===== src/rtl/fpu_issue_ctrl.sv =====
// fpu_issue_ctrl: credit-gated issue/retire controller around a fixed-latency FPU with an in-order result FIFO
// Ports: in_* request port (valid/ready, tag returned with result); fpu_a/fpu_b/fpu_op/fpu_rmode registered FPU drive;
// fpu_out/fpu_flags FPU return; out_* result port (valid/ready); flag_clr/sticky_flags accumulated exception flags,
// present only when FPU_ISSUE_STICKY_EN is defined (otherwise sticky_flags is tied to 0).
module fpu_issue_ctrl #(
  parameter int DEPTH   = 4,
  parameter int FPU_LAT = 4,
  parameter int TAG_W   = 4
) (
  input  logic             clk,
  input  logic             rst_n,
  input  logic             in_valid,
  output logic             in_ready,
  input  logic [63:0]      in_a,
  input  logic [63:0]      in_b,
  input  logic [2:0]       in_op,
  input  logic [1:0]       in_rmode,
  input  logic [TAG_W-1:0] in_tag,
  output logic [63:0]      fpu_a,
  output logic [63:0]      fpu_b,
  output logic [2:0]       fpu_op,
  output logic [1:0]       fpu_rmode,
  input  logic [63:0]      fpu_out,
  input  logic [7:0]       fpu_flags,
  output logic             out_valid,
  input  logic             out_ready,
  output logic [63:0]      out_result,
  output logic [TAG_W-1:0] out_tag,
  output logic [7:0]       out_flags,
  input  logic             flag_clr,
  output logic [7:0]       sticky_flags
);
  localparam int AW = $clog2(DEPTH);
  logic [AW:0]        cnt_q, cnt_d, wp_q, rp_q;
  logic [FPU_LAT-1:0] trk_v_q, trk_v_d;
  logic [TAG_W-1:0]   trk_t_q [FPU_LAT];
  logic               cap_v_q;
  logic [63:0]        cap_res_q;
  logic [TAG_W-1:0]   cap_tag_q;
  logic [7:0]         cap_flg_q;
  logic [63:0]        res_m [DEPTH];
  logic [TAG_W-1:0]   tag_m [DEPTH];
  logic [7:0]         flg_m [DEPTH];
  logic               acc, pop, cap;
  // cnt counts tracker + capture stage + FIFO, so a capture always finds a free FIFO slot
  assign in_ready   = rst_n && (cnt_q < (AW+1)'(DEPTH));
  assign acc        = in_valid && in_ready;
  assign out_valid  = wp_q != rp_q;
  assign pop        = out_valid && out_ready;
  assign cap        = trk_v_q[FPU_LAT-1];
  assign out_result = out_valid ? res_m[rp_q[AW-1:0]] : '0;
  assign out_tag    = out_valid ? tag_m[rp_q[AW-1:0]] : '0;
  assign out_flags  = out_valid ? flg_m[rp_q[AW-1:0]] : '0;
  always_comb begin
    cnt_d   = cnt_q + (AW+1)'(acc) - (AW+1)'(pop);
    trk_v_d = FPU_LAT'({trk_v_q, acc});
  end
  always_ff @(posedge clk or negedge rst_n) begin
    if (!rst_n) begin
      cnt_q     <= '0;
      wp_q      <= '0;
      rp_q      <= '0;
      trk_v_q   <= '0;
      cap_v_q   <= 1'b0;
      fpu_a     <= '0;
      fpu_b     <= '0;
      fpu_op    <= '0;
      fpu_rmode <= '0;
    end else begin
      cnt_q   <= cnt_d;
      wp_q    <= wp_q + (AW+1)'(cap_v_q);
      rp_q    <= rp_q + (AW+1)'(pop);
      trk_v_q <= trk_v_d;
      cap_v_q <= cap;
      if (acc) begin
        fpu_a     <= in_a;
        fpu_b     <= in_b;
        fpu_op    <= in_op;
        fpu_rmode <= in_rmode;
      end
    end
  end
  // The capture stage delays FIFO entry by one cycle so results never fall through into out_*
  always_ff @(posedge clk) begin
    trk_t_q[0] <= in_tag;
    for (int i = FPU_LAT-1; i > 0; i--) trk_t_q[i] <= trk_t_q[i-1];
    if (cap) begin
      cap_res_q <= fpu_out;
      cap_tag_q <= trk_t_q[FPU_LAT-1];
      cap_flg_q <= fpu_flags;
    end
    if (cap_v_q) begin
      res_m[wp_q[AW-1:0]] <= cap_res_q;
      tag_m[wp_q[AW-1:0]] <= cap_tag_q;
      flg_m[wp_q[AW-1:0]] <= cap_flg_q;
    end
  end
`ifdef FPU_ISSUE_STICKY_EN
  logic [7:0] sticky_q;
  always_ff @(posedge clk or negedge rst_n) begin
    if (!rst_n) sticky_q <= '0;
    else if (cap) sticky_q <= (flag_clr ? 8'h00 : sticky_q) | fpu_flags;
    else if (flag_clr) sticky_q <= '0;
  end
  assign sticky_flags = sticky_q;
`else
  logic unused_clr;
  assign unused_clr   = flag_clr;
  assign sticky_flags = '0;
`endif
endmodule


===== config.mk =====
export PLATFORM = sky130hd
export DESIGN_NAME = fpu_issue_ctrl
export DESIGN_NICKNAME = d
export VERILOG_FILES = /design/src/rtl/fpu_issue_ctrl.sv
export SDC_FILE = /design/constraint.sdc
export NUM_CORES = 1
export LEC_CHECK = 0
export ABC_AREA = 1
export CORE_MARGIN = 1.5
export CORE_UTILIZATION = 46
export DETAILED_ROUTE_END_ITERATION = 16
export GPL_TIMING_DRIVEN = 0
export PLACE_DENSITY_LB_ADDON = 0.1
export SETUP_SLACK_MARGIN = 0.3
export SLEW_MARGIN = 5
export SYNTH_ARGS = -nofsm -noshare
export SYNTH_HDL_FRONTEND = slang
export SYNTH_SLANG_ARGS = --single-unit
export TNS_END_PERCENT = 1

===== constraint.sdc =====
create_clock -name clk -period 7 [get_ports clk]
set_clock_uncertainty 0.15 [all_clocks]
set_input_delay 2.1 -clock clk [delete_from_list [all_inputs] [get_ports clk]]
set_output_delay 2.1 -clock clk [all_outputs]
set_load 0.02 [all_outputs]

# After elaboration in Yosys (flattened, before gate mapping)
# Memory sizes are Yosys's and may differ from the RTL's. A register that Yosys moved wholly into a read port is not among the register bits.
# Cells that the tools add are included.
# totals
wordCells	29
inputBits	214
ram_bits	320
out_inout_bits	219
reg_bits	219
mem_count	4
# classes
n_eq_ne	1
n_reduce_logical	3
n_addsub	4
mux	5
n_lt_le_gt_ge	1
# mem_list
memory	words	word_bits	rd	rd_ports_with_merged_regs	wr	line	text
res_m	4	64	1	0	1	41	logic [63:0] res_m [DEPTH];
flg_m	4	8	1	0	1	43	logic [7:0] flg_m [DEPTH];
tag_m	4	4	1	0	1	42	logic [TAG_W-1:0] tag_m [DEPTH];
trk_t_q	4	4	4	1	4	36	logic [TAG_W-1:0] trk_t_q [FPU_LAT];
# op_table
cell	n
two-way mux 64 bit	1
adder 3 x 1 -> 3 bit	3
two-way mux 8 bit	1
two-way mux 4 bit	1
logical AND 1 bit	3
< comparator 3 bit (second input constant)	1
!= test 3 bit	1
subtractor 3 x 1 -> 3 bit	1
two-way mux 1 bit	2

# Depth between registers and ports, before layout
# Gate-level depths: netlist (run 1).
# logic_depth
ltp_word	5
depth_mapped	12
mapped_depth_nobuf	11

# Worst setup path before layout (run 1)
# No wires, ideal clock.
# synth_path
path_kind	reg-to-reg
start	register wp_q[0]
end	memory flg_m[1][0], enable pin
stages_incl_launch_ff	3
path_buffers	0
required_ns	6.246
synth_period_minus_slack_ns	6.509
setup_ns	0.604
arrival_ns	5.755
setup_slack_ns	0.491
path_cell_list	dfrtp_1 > inv_1 > nor3_1
# synth_lines
element	line	text
start, declared	34	logic [AW:0] cnt_q, cnt_d, wp_q, rp_q;
start signal, assigned	71	wp_q <= wp_q + (AW+1)'(cap_v_q);
end, declared	43	
# Straight into the memory's write port.

# Final worst setup path (run 1)
# layout_path
start	input rst_n
end	output in_ready
# layout_between
elab_chain_len	1
# layout_lines
element	line	text
start, declared	11	input logic rst_n,
logical AND 1 bit	46	assign in_ready = rst_n && (cnt_q < (AW+1)'(DEPTH));
end, declared	13	output logic in_ready,
# No other way between the ends.

==> results.py, run 1 <==
metrics = {
    "clock_tree": {
        "post_cts_buffers": 0,
        "hold_buffers": 0,
        "cts_inserted_buffers": 54,
        "root_buffer": "clkbuf_16",
        "htree_num_levels": 2,
        "cts_resized": 0,
        "cts_tree": "yes",
        "numClockSinks": 543,
        "insertion_delay_ps": 600,
        "clockBufferDepth": 3,
        "clk_pin_slew_ps": 60,
    },
    "die": {
        "coreArea_um2": 43400,
        "fp-row-count": 76,
        "die-area_um2": 45500,
        "die_h_um": 213,
        "start_util_pct": 47.0,
        "die_x_um": 213,
        "io_pins": 433,
    },
    "flow_run": {
        "drv_cap": 0,
    },
    "timing": {
        "fin_setup_tns_ps": 0,
        "setup_viol": 0,
        "fmax_mhz": 165,
        "slew_headroom_pct": 45.1,
        "worstMarginPinSlew_ps": 819,
        "finalCriticalPeriod_ps": 6050,
        "rsz0062_at_grt": "no",
        "fin_crit_sh_pct": 86.5,
        "timing.hold.ws_ps": 171,
        "hold_violations": 0,
        "final_max_slew_viol_count": 0,
    },
    "synth": {
        "syn_inst": 1609,
        "post-synth-top-count-cell": "nand2_1",
        "yosysTopAreaCell": "edfxtp_1",
        "synth_edf_count": 380,
        "ys.flop_type": "edfxtp_1",
        "ys_ff_latch": 543,
        "synthArstFlopShare_pct": 27.1,
        "synth_area_per_cell_um2": 12.7,
        "synth_commonest_cells": "nand2_1, edfxtp_1, o21ai_0, dfrtp_1, nor2_1",
        "synth_cell_type_count": 30,
        "synth_top_area_share_pct": 56.0,
        "synth_area_um2": 20400,
        "ys_seq_area_share_pct": 75.7,
        "ys_top_cells_by_area": "edfxtp_1, dfrtp_1, nand2_1",
        "yosysWarnings": 0,
    },
    "detailed_routing": {
        "viasPerCell": 4.91,
        "wl_per_cell_um": 19.5,
        "ant_nets": 0,
        "vias": 13618,
        "drc": 0,
        "drtIter0Drc": 936,
        "firstDrtPassIters": 5,
        "wirelength_mm": 54.1,
    },
    "worst_setup_path": {
        "crit_chain": "buf_8, buf_16, inv_1, nor2_2, clkdlybuf4s50_1",
        "crit_start": "rst_n",
        "cp_slowest_cell": "clkdlybuf4s50_1",
        "start_kind": "input pin",
        "cp_data_required_time_ps": 4750,
        "cp_data_arrival_time_ps": 3800,
        "critical_path_buf_inv_count": 4,
        "cp_top_family": "buffers and inverters",
        "crit_cells": 5,
        "slowest_delay_ps": 650,
        "r2r_start": "rp_q[1]",
        "r2r_cells": 12,
        "worst-setup-path-type": "in2out",
        "cp-end-kind": "output pin",
        "path_max_fanout": 106,
    },
    "global_route": {
        "grt_max_degree": 107,
        "grt_usage_pct": 23.9,
        "grt_pass1_wl_mm": 80.7,
        "gr-total-overflow": 0,
        "antenna_found_initial": 11,
        "grt_pass1_vias": 13943,
    },
    "pwr": {
        "sw_frac_of_total_pct": 36.3,
        "p_sw_uw": 4610,
        "p_int_uw": 8090,
        "comb_power_share_pct": 41.8,
        "seqPwrFrac_pct": 34.6,
        "ir_drop_uv": 312,
        "clkPwrFrac_pct": 23.6,
        "cellPowerDensity_nw_per_um2": 459,
        "p_leak_uw": 0.0112,
    },
    "min_path": {
        "hold_start": "trk_t_q[2][2]",
        "hold_path.class": "reg2reg",
        "min_path_cells": 0,
    },
    "placement": {
        "io_buffers": 423,
        "gp_congestion": 0.823,
        "hpwl_mm": 37.9,
    },
    "cells_and_area": {
        "syn_to_final_growth_pct": 35.9,
        "drive_gt1_share_pct": 12.0,
        "num-nets-final": 2353,
        "fill_cells": 3379,
    },
    "run_status": {
        "status": "finished clean",
    },
}
flip-flops by register name (all words and copies together) (netlist names):
name,cells
flg_m,32
cap_res_q,64
cap_tag_q,4
wp_q,3
cap_flg_q,8
trk_t_q,16
fpu_b,64
cap_v_q,1
fpu_a,64
cnt_q,3
trk_v_q,4
fpu_rmode,2
fpu_op,3
res_m,256
rp_q,3
tag_m,16
cells in the final DEF, fill, tap and decap left out, types with 28 or more instances in the layout:
| cell type | instances |
|---|---|
| clkbuf_16 | 57 |
| o22ai_1 | 76 |
| o21ai_0 | 150 |
| buf_6 | 31 |
| dfrtp_1 | 146 |
| clkbuf_1 | 28 |
| nor2_1 | 93 |
| edfxtp_1 | 380 |
| clkdlybuf4s50_1 | 422 |
| inv_1 | 83 |
| nand2_1 | 485 |
| nor2_2 | 61 |
| buf_2 | 43 |
final timing paths:
kind                            slack [ps]            end
worst max-delay path                   950       in_ready
worst min-delay path                   170  trk_t_q[3][2]
worst max register to register        4320       cnt_q[2]
worst min register to register         170  trk_t_q[3][2]
max in group asynchronous             4580     trk_v_q[3]
min in group asynchronous             1230      fpu_b[20]
logic make-up after synthesis:
logic type                 share of synthesized area (%)
buffers and inverters                               4.75
adders and majority gates                          0.344
AOI/OAI and AO/OA                                   6.07
other                                             0.0184
DFF                                                 75.7
xor gates and xnor gates                           0.307
and+or+nand+nor                                     12.8
cell type report:
type,count,area (um^2),area share (%)
diodes,10,25.0,0.0904
plain buffers,93,638,2.31
clock buffers,65,1460,5.26
clock inverters,33,378,1.37
inverters,86,330,1.19
multi-input cells,894,4040,14.6
flip-flops and latches,543,15400,55.7
well taps,585,732,2.64
repair buffers,462,4670,16.9
stage by stage:
| step | instance area (um^2) | utilization (%) | power (uW) | worst slack, ps | cells |
|---|---|---|---|---|---|
| after floorplan | 20400 | - | 7200 | 491 | 1616 |
| after global placement | 25400 | 58.5 | 9730 | -4200 | 2624 |
| after detailed placement | 25800 | 59.6 | 9790 | 873 | 2663 |
| after CTS | 27700 | 63.8 | 12800 | 864 | 2761 |
| after global routing | 27700 | 63.8 | 13400 | 720 | 2768 |
| final | 27700 | 63.8 | 12700 | 946 | 2771 |
layer usage:
metal	track usage, %	wire length, um	up-vias
li1	-	-	6470
met1	28.6	20800	6599
met2	40.2	26900	446
met3	8.36	4840	97
met4	8.52	1590	6
met5	0	28	-
power groups by stage:
stage / clock, uW / combinational [uW] / sequential (uW)
floorplan: 0 / 2330 / 4860
global placement: 0 / 5240 / 4490
detailed placement: 0 / 5360 / 4430
CTS: 3050 / 5380 / 4390
global route: 3170 / 5730 / 4460
finish: 2990 / 5310 / 4390
Power figures use the tool's default switching activity.
==> run 2, diff against run 1 <==
--- a/config.mk
+++ b/config.mk
@@ -10,7 +10,7 @@
 export CORE_UTILIZATION = 46
 export DETAILED_ROUTE_END_ITERATION = 16
 export GPL_TIMING_DRIVEN = 0
-export PLACE_DENSITY_LB_ADDON = 0.1
+export PLACE_DENSITY = 0.79
 export SETUP_SLACK_MARGIN = 0.3
 export SLEW_MARGIN = 5
 export SYNTH_ARGS = -nofsm -noshare
==> run 2 against run 1 <==
  * Hold slack better by 5.4 ps
  * Setup slack better by 280 ps
  * Combinational power is 0.8% higher
  * Critical endpoint unchanged
  * Highest routed layer unchanged
  * Largest cell class unchanged
  * Flip-flop and latch count stayed put
  * Maximum frequency is 4.8% higher
  * Global-route usage is 0.45 points higher
==> results.py, run 2 (synthesis results as in run 1) <==
metrics = {
    "run_status": {
        "status": "finished clean",
    },
    "timing": {
        "timing.hold.ws_ps": 177,
        "fmax_mhz": 173,
        "final_max_slew_viol_count": 0,
        "setup_viol": 0,
        "hold_violations": 0,
        "slew_headroom_pct": 42.7,
        "rsz0062_at_grt": "no",
        "fin_crit_sh_pct": 82.5,
        "worstMarginPinSlew_ps": 854,
        "fin_setup_tns_ps": 0,
        "finalCriticalPeriod_ps": 5780,
    },
    "die": {
        "die-area_um2": 45500,
        "start_util_pct": 47.0,
        "die_h_um": 213,
        "fp-row-count": 76,
        "io_pins": 433,
        "die_x_um": 213,
        "coreArea_um2": 43400,
    },
    "pwr": {
        "ir_drop_uv": 275,
        "p_leak_uw": 0.0112,
        "total_power_uw": 12800,
        "cellPowerDensity_nw_per_um2": 461,
    },
    "cells_and_area": {
        "final_common_cell": "nand2_1",
        "syn_to_final_growth_pct": 36.3,
        "num-nets-final": 2351,
        "final_cell_mix": "nand2_1, clkdlybuf4s50_1, edfxtp_1, o21ai_0, dfrtp_1",
        "final_core_util_pct": 64.0,
        "drive_gt1_share_pct": 12.4,
        "largest_reg_flops": 256,
        "fill_cells": 3197,
    },
    "clock_tree": {
        "insertion_delay_ps": 600,
        "cts_inserted_buffers": 54,
        "post_cts_buffers": 0,
        "hold_buffers": 0,
        "numClockSinks": 543,
        "clk_pin_slew_ps": 60,
        "clockBufferDepth": 3,
        "root_buffer": "clkbuf_16",
        "htree_num_levels": 2,
        "cts_tree": "yes",
        "cts_resized": 0,
    },
    "global_route": {
        "grt_max_degree": 90,
        "antenna_found_initial": 23,
        "gr-total-overflow": 0,
        "grt_pass1_wl_mm": 82.4,
        "grt_pass1_vias": 14535,
        "grt_usage_pct": 24.4,
    },
    "worst_setup_path": {
        "cp_slowest_cell": "clkdlybuf4s50_1",
        "slowest_delay_ps": 670,
        "start_kind": "input pin",
        "crit_chain": "buf_6, inv_1, nor2_2, clkdlybuf4s50_1",
        "cp_top_family": "buffers and inverters",
        "crit_cells": 4,
        "critical_path_buf_inv_count": 3,
        "cp_data_required_time_ps": 4750,
        "r2r_cells": 12,
        "worst-setup-path-type": "in2out",
        "cp_data_arrival_time_ps": 3530,
        "path_max_fanout": 60,
        "cp-end-kind": "output pin",
    },
    "detailed_routing": {
        "ant_nets": 0,
        "wl_per_cell_um": 20.1,
        "firstDrtPassIters": 5,
        "drc": 0,
        "vias": 14026,
        "viasPerCell": 5.04,
        "wirelength_mm": 56.0,
        "drtIter0Drc": 958,
    },
    "min_path": {
        "min_path_cells": 0,
        "hold_path.class": "reg2reg",
    },
    "placement": {
        "gp_congestion": 0.898,
        "io_buffers": 423,
        "hpwl_mm": 39.4,
    },
    "flow_run": {
        "drv_cap": 0,
    },
}
run 2: cell count changes in the layout (fill, tap and decap cells not counted), moves of 2 or more:
| cell | change |
|---|---|
| buf_6 | -7 |
| buf_8 | +5 |
| bufinv_16 | -2 |
| clkbuf_8 | +4 |
| clkinv_1 | -8 |
| clkinv_2 | +3 |
| diode_2 | +9 |
| inv_6 | +2 |
run 2: final cells by class:
| cell class | count | area [um^2] | share of cell area [%] |
|---|---|---|---|
| Antenna cell | 19 | 47.5 | 0.171 |
| Buffer | 93 | 638 | 2.30 |
| Clock buffer | 71 | 1540 | 5.55 |
| Clock inverter | 31 | 357 | 1.28 |
| Inverter | 86 | 330 | 1.19 |
| Multi-Input combinational cell | 894 | 4040 | 14.5 |
| Sequential cell | 543 | 15400 | 55.5 |
| Tap cell | 585 | 732 | 2.64 |
| Timing Repair Buffer | 460 | 4670 | 16.8 |
run 2: final timing paths:
kind	startpoint	end	slack, ps
worst max register to register	rp_q[1]	cnt_q[2]	4400
min in group asynchronous	rst_n	fpu_a[59]	1330
worst min register to register	trk_t_q[2][1]	trk_t_q[3][1]	180
worst max-delay path	rst_n	in_ready	1220
max in group asynchronous	rst_n	fpu_b[47]	4450
worst min-delay path	trk_t_q[2][1]	trk_t_q[3][1]	180
run 2: through the flow:
stage | cell area [um^2] | std cells | setup slack [ps]
2_1_floorplan | 20400 | 1616 | 491
3_3_place_gp | 25400 | 2624 | -4030
3_5_place_dp | 25800 | 2661 | 1180
4_1_cts | 27700 | 2763 | 1170
5_1_grt | 27800 | 2780 | 1130
6_report | 27800 | 2782 | 1220
run 2: where the power goes:
part | switching [uW] | internal (uW)
registers | 339 | 4060
logic | 3130 | 2230
clock network | 1230 | 1820
total | 4700 | 8100
run 2: routing by layer:
layer | vias up | track usage (%) | share of wire, %
li1 | 6485 | - | -
met3 | 115 | 8.10 | 8.9
met5 | - | 0 | 0.073
met4 | 6 | 13.3 | 4.1
met2 | 543 | 41.9 | 51
met1 | 6877 | 26.7 | 36
run 2: worst register-to-register path, stage by stage (launching register included):
cell and delay (ps):
dfrtp_1 520, inv_2 140, nand2_1 80, nand2_1 80, nand3_4 210, buf_6 200
nand2_2 90, nand2_1 60, nand2_1 50, ha_1 190, fa_1 400, xnor2_1 190
xor2_1 170
==> run 3, diff against run 2 <==
--- a/config.mk
+++ b/config.mk
@@ -7,10 +7,10 @@
 export LEC_CHECK = 0
 export ABC_AREA = 1
 export CORE_MARGIN = 1.5
-export CORE_UTILIZATION = 46
+export CORE_UTILIZATION = 51
 export DETAILED_ROUTE_END_ITERATION = 16
 export GPL_TIMING_DRIVEN = 0
-export PLACE_DENSITY = 0.79
+export PLACE_DENSITY = 0.83
 export SETUP_SLACK_MARGIN = 0.3
 export SLEW_MARGIN = 5
 export SYNTH_ARGS = -nofsm -noshare
==> constraint.sdc (replaced) <==
create_clock -name clk -period 5.45 [get_ports clk]
set_clock_uncertainty 0.15 [all_clocks]
set_input_delay 1.635 -clock clk [delete_from_list [all_inputs] [get_ports clk]]
set_output_delay 1.635 -clock clk [all_outputs]
set_load 0.02 [all_outputs]
==> run 3 against run 2 <==
  * Global-route usage up 3.4 points
  * Die area decreased by 9.7%
  * Clock power is 29% higher
  * Register-to-register slack worse by 1700 ps
  * Sequential power is 29% higher
  * Clock-buffer cell count decreased by 1
  * Wire length rose by 2.0%
  * Non-clock buffer count rose by 2
  * Critical path type unchanged
  * Highest routed layer unchanged
==> results.py, run 3 (synthesis results as in run 1) <==
metrics = {
    "detailed_routing": {
        "wirelength_mm": 57.1,
        "firstDrtPassIters": 5,
        "viasPerCell": 5.32,
        "wl_per_cell_um": 21.0,
        "drtIter0Drc": 1095,
        "vias": 14477,
        "ant_nets": 0,
        "drc": 0,
    },
    "die": {
        "die_h_um": 203,
        "fp-row-count": 73,
        "coreArea_um2": 39500,
        "die-area_um2": 41100,
        "die_x_um": 203,
        "io_pins": 433,
        "start_util_pct": 51.5,
    },
    "worst_setup_path": {
        "cp_slowest_cell": "clkdlybuf4s50_1",
        "start_kind": "input pin",
        "critical_path_buf_inv_count": 4,
        "path_max_fanout": 65,
        "cp_data_required_time_ps": 3670,
        "cp_top_family": "buffers and inverters",
        "slowest_delay_ps": 680,
        "cp-end-kind": "output pin",
        "crit_chain": "buf_12, buf_16, inv_1, nor2_2, clkdlybuf4s50_1",
        "cp_data_arrival_time_ps": 3160,
        "worst-setup-path-type": "in2out",
    },
    "cells_and_area": {
        "syn_to_final_growth_pct": 36.2,
        "num-nets-final": 2354,
        "final_cell_area_um2": 27700,
        "final_core_util_pct": 70.1,
        "largest_reg_flops": 256,
        "drive_gt1_share_pct": 12.5,
        "multiInputGateArea_um2": 4040,
        "final_cell_mix": "nand2_1, clkdlybuf4s50_1, edfxtp_1, o21ai_0, dfrtp_1",
        "seq_area_um2": 15400,
        "final_common_cell": "nand2_1",
        "fill_cells": 2635,
    },
    "clock_tree": {
        "insertion_delay_ps": 620,
        "root_buffer": "clkbuf_16",
        "numClockSinks": 543,
        "hold_buffers": 0,
        "clockBufferDepth": 3,
        "htree_num_levels": 2,
        "cts_tree": "yes",
        "cts_inserted_buffers": 55,
        "clk_pin_slew_ps": 60,
        "post_cts_buffers": 0,
    },
    "timing": {
        "worstMarginPinSlew_ps": 923,
        "worst_slack_ps": 508,
        "slew_headroom_pct": 38.1,
        "fin_setup_tns_ps": 0,
        "fin_crit_sh_pct": 90.7,
        "final_max_slew_viol_count": 0,
        "fmax_mhz": 202,
        "finalCriticalPeriod_ps": 4940,
        "rsz0062_at_grt": "no",
        "hold_violations": 0,
        "setup_viol": 0,
    },
    "placement": {
        "gp_congestion": 0.926,
        "pre_cts_slack_ps": 133,
        "placedInstanceArea_um2": 25800,
        "hpwl_mm": 38.5,
        "io_buffers": 423,
    },
    "global_route": {
        "antenna_found_initial": 13,
        "grt_pass1_wl_mm": 86.2,
        "grt_pass1_vias": 15064,
        "grt_usage_pct": 27.8,
        "gr-total-overflow": 0,
        "grt_max_degree": 86,
    },
    "flow_run": {
        "drv_cap": 0,
    },
    "min_path": {
        "hold_path.class": "reg2reg",
    },
    "pwr": {
        "ir_drop_uv": 384,
        "cellPowerDensity_nw_per_um2": 596,
        "p_leak_uw": 0.0112,
    },
    "run_status": {
        "status": "finished clean",
    },
}
run 3: through the flow:
stage / power [uW] / hold WS [ps] / cells
global placement: 12400 / 163 / 2564
detailed placement: 12600 / 163 / 2602
CTS: 16600 / 177 / 2706
global route: 17300 / 182 / 2716
floorplan: 9240 / 160 / 1616
finish: 16500 / 175 / 2720
run 3: timing repair:
item	4_1_cts	5_1_grt
endpoints found under the setup margin	1	1
gates resized for setup	2	0
cloned	0	1
run 3: layout make-up:
| class | count | area share [%] |
|---|---|---|
| Sequential cell | 543 | 55.6 |
| Timing Repair Buffer | 462 | 17.0 |
| Multi-Input combinational cell | 894 | 14.5 |
| Clock buffer | 70 | 5.42 |
| Tap cell | 525 | 2.37 |
| Buffer | 93 | 2.30 |
| Clock inverter | 34 | 1.43 |
| Inverter | 86 | 1.19 |
| Antenna cell | 13 | 0.117 |
run 3: final timing paths:
kind                                from       endpoint  slack, ps  depth (start not counted)
min in group asynchronous          rst_n      fpu_a[61]        750                          1
setup / recovery                   rst_n       in_ready        510                          5
max in group asynchronous          rst_n      fpu_b[53]       3760                          2
hold reg to reg            trk_t_q[0][2]  trk_t_q[1][2]        180                          0
setup reg to reg                 wp_q[0]   res_m[3][49]       2690                          6
hold / removal             trk_t_q[0][2]  trk_t_q[1][2]        180                          0
run 3: layer usage:
metal | GRT usage (%) | part of all wire (%)
met1 | 32.5 | 36
met2 | 46.5 | 50
met4 | 11.4 | 3.6
met3 | 10.2 | 11
met5 | 0 | 0.023
run 3: power breakdown:
| part | total, uW | switching [uW] | internal (uW) |
|---|---|---|---|
| Clock | 3940 | 1610 | 2340 |
| Sequential | 5660 | 439 | 5220 |
| Combinational | 6940 | 4080 | 2860 |
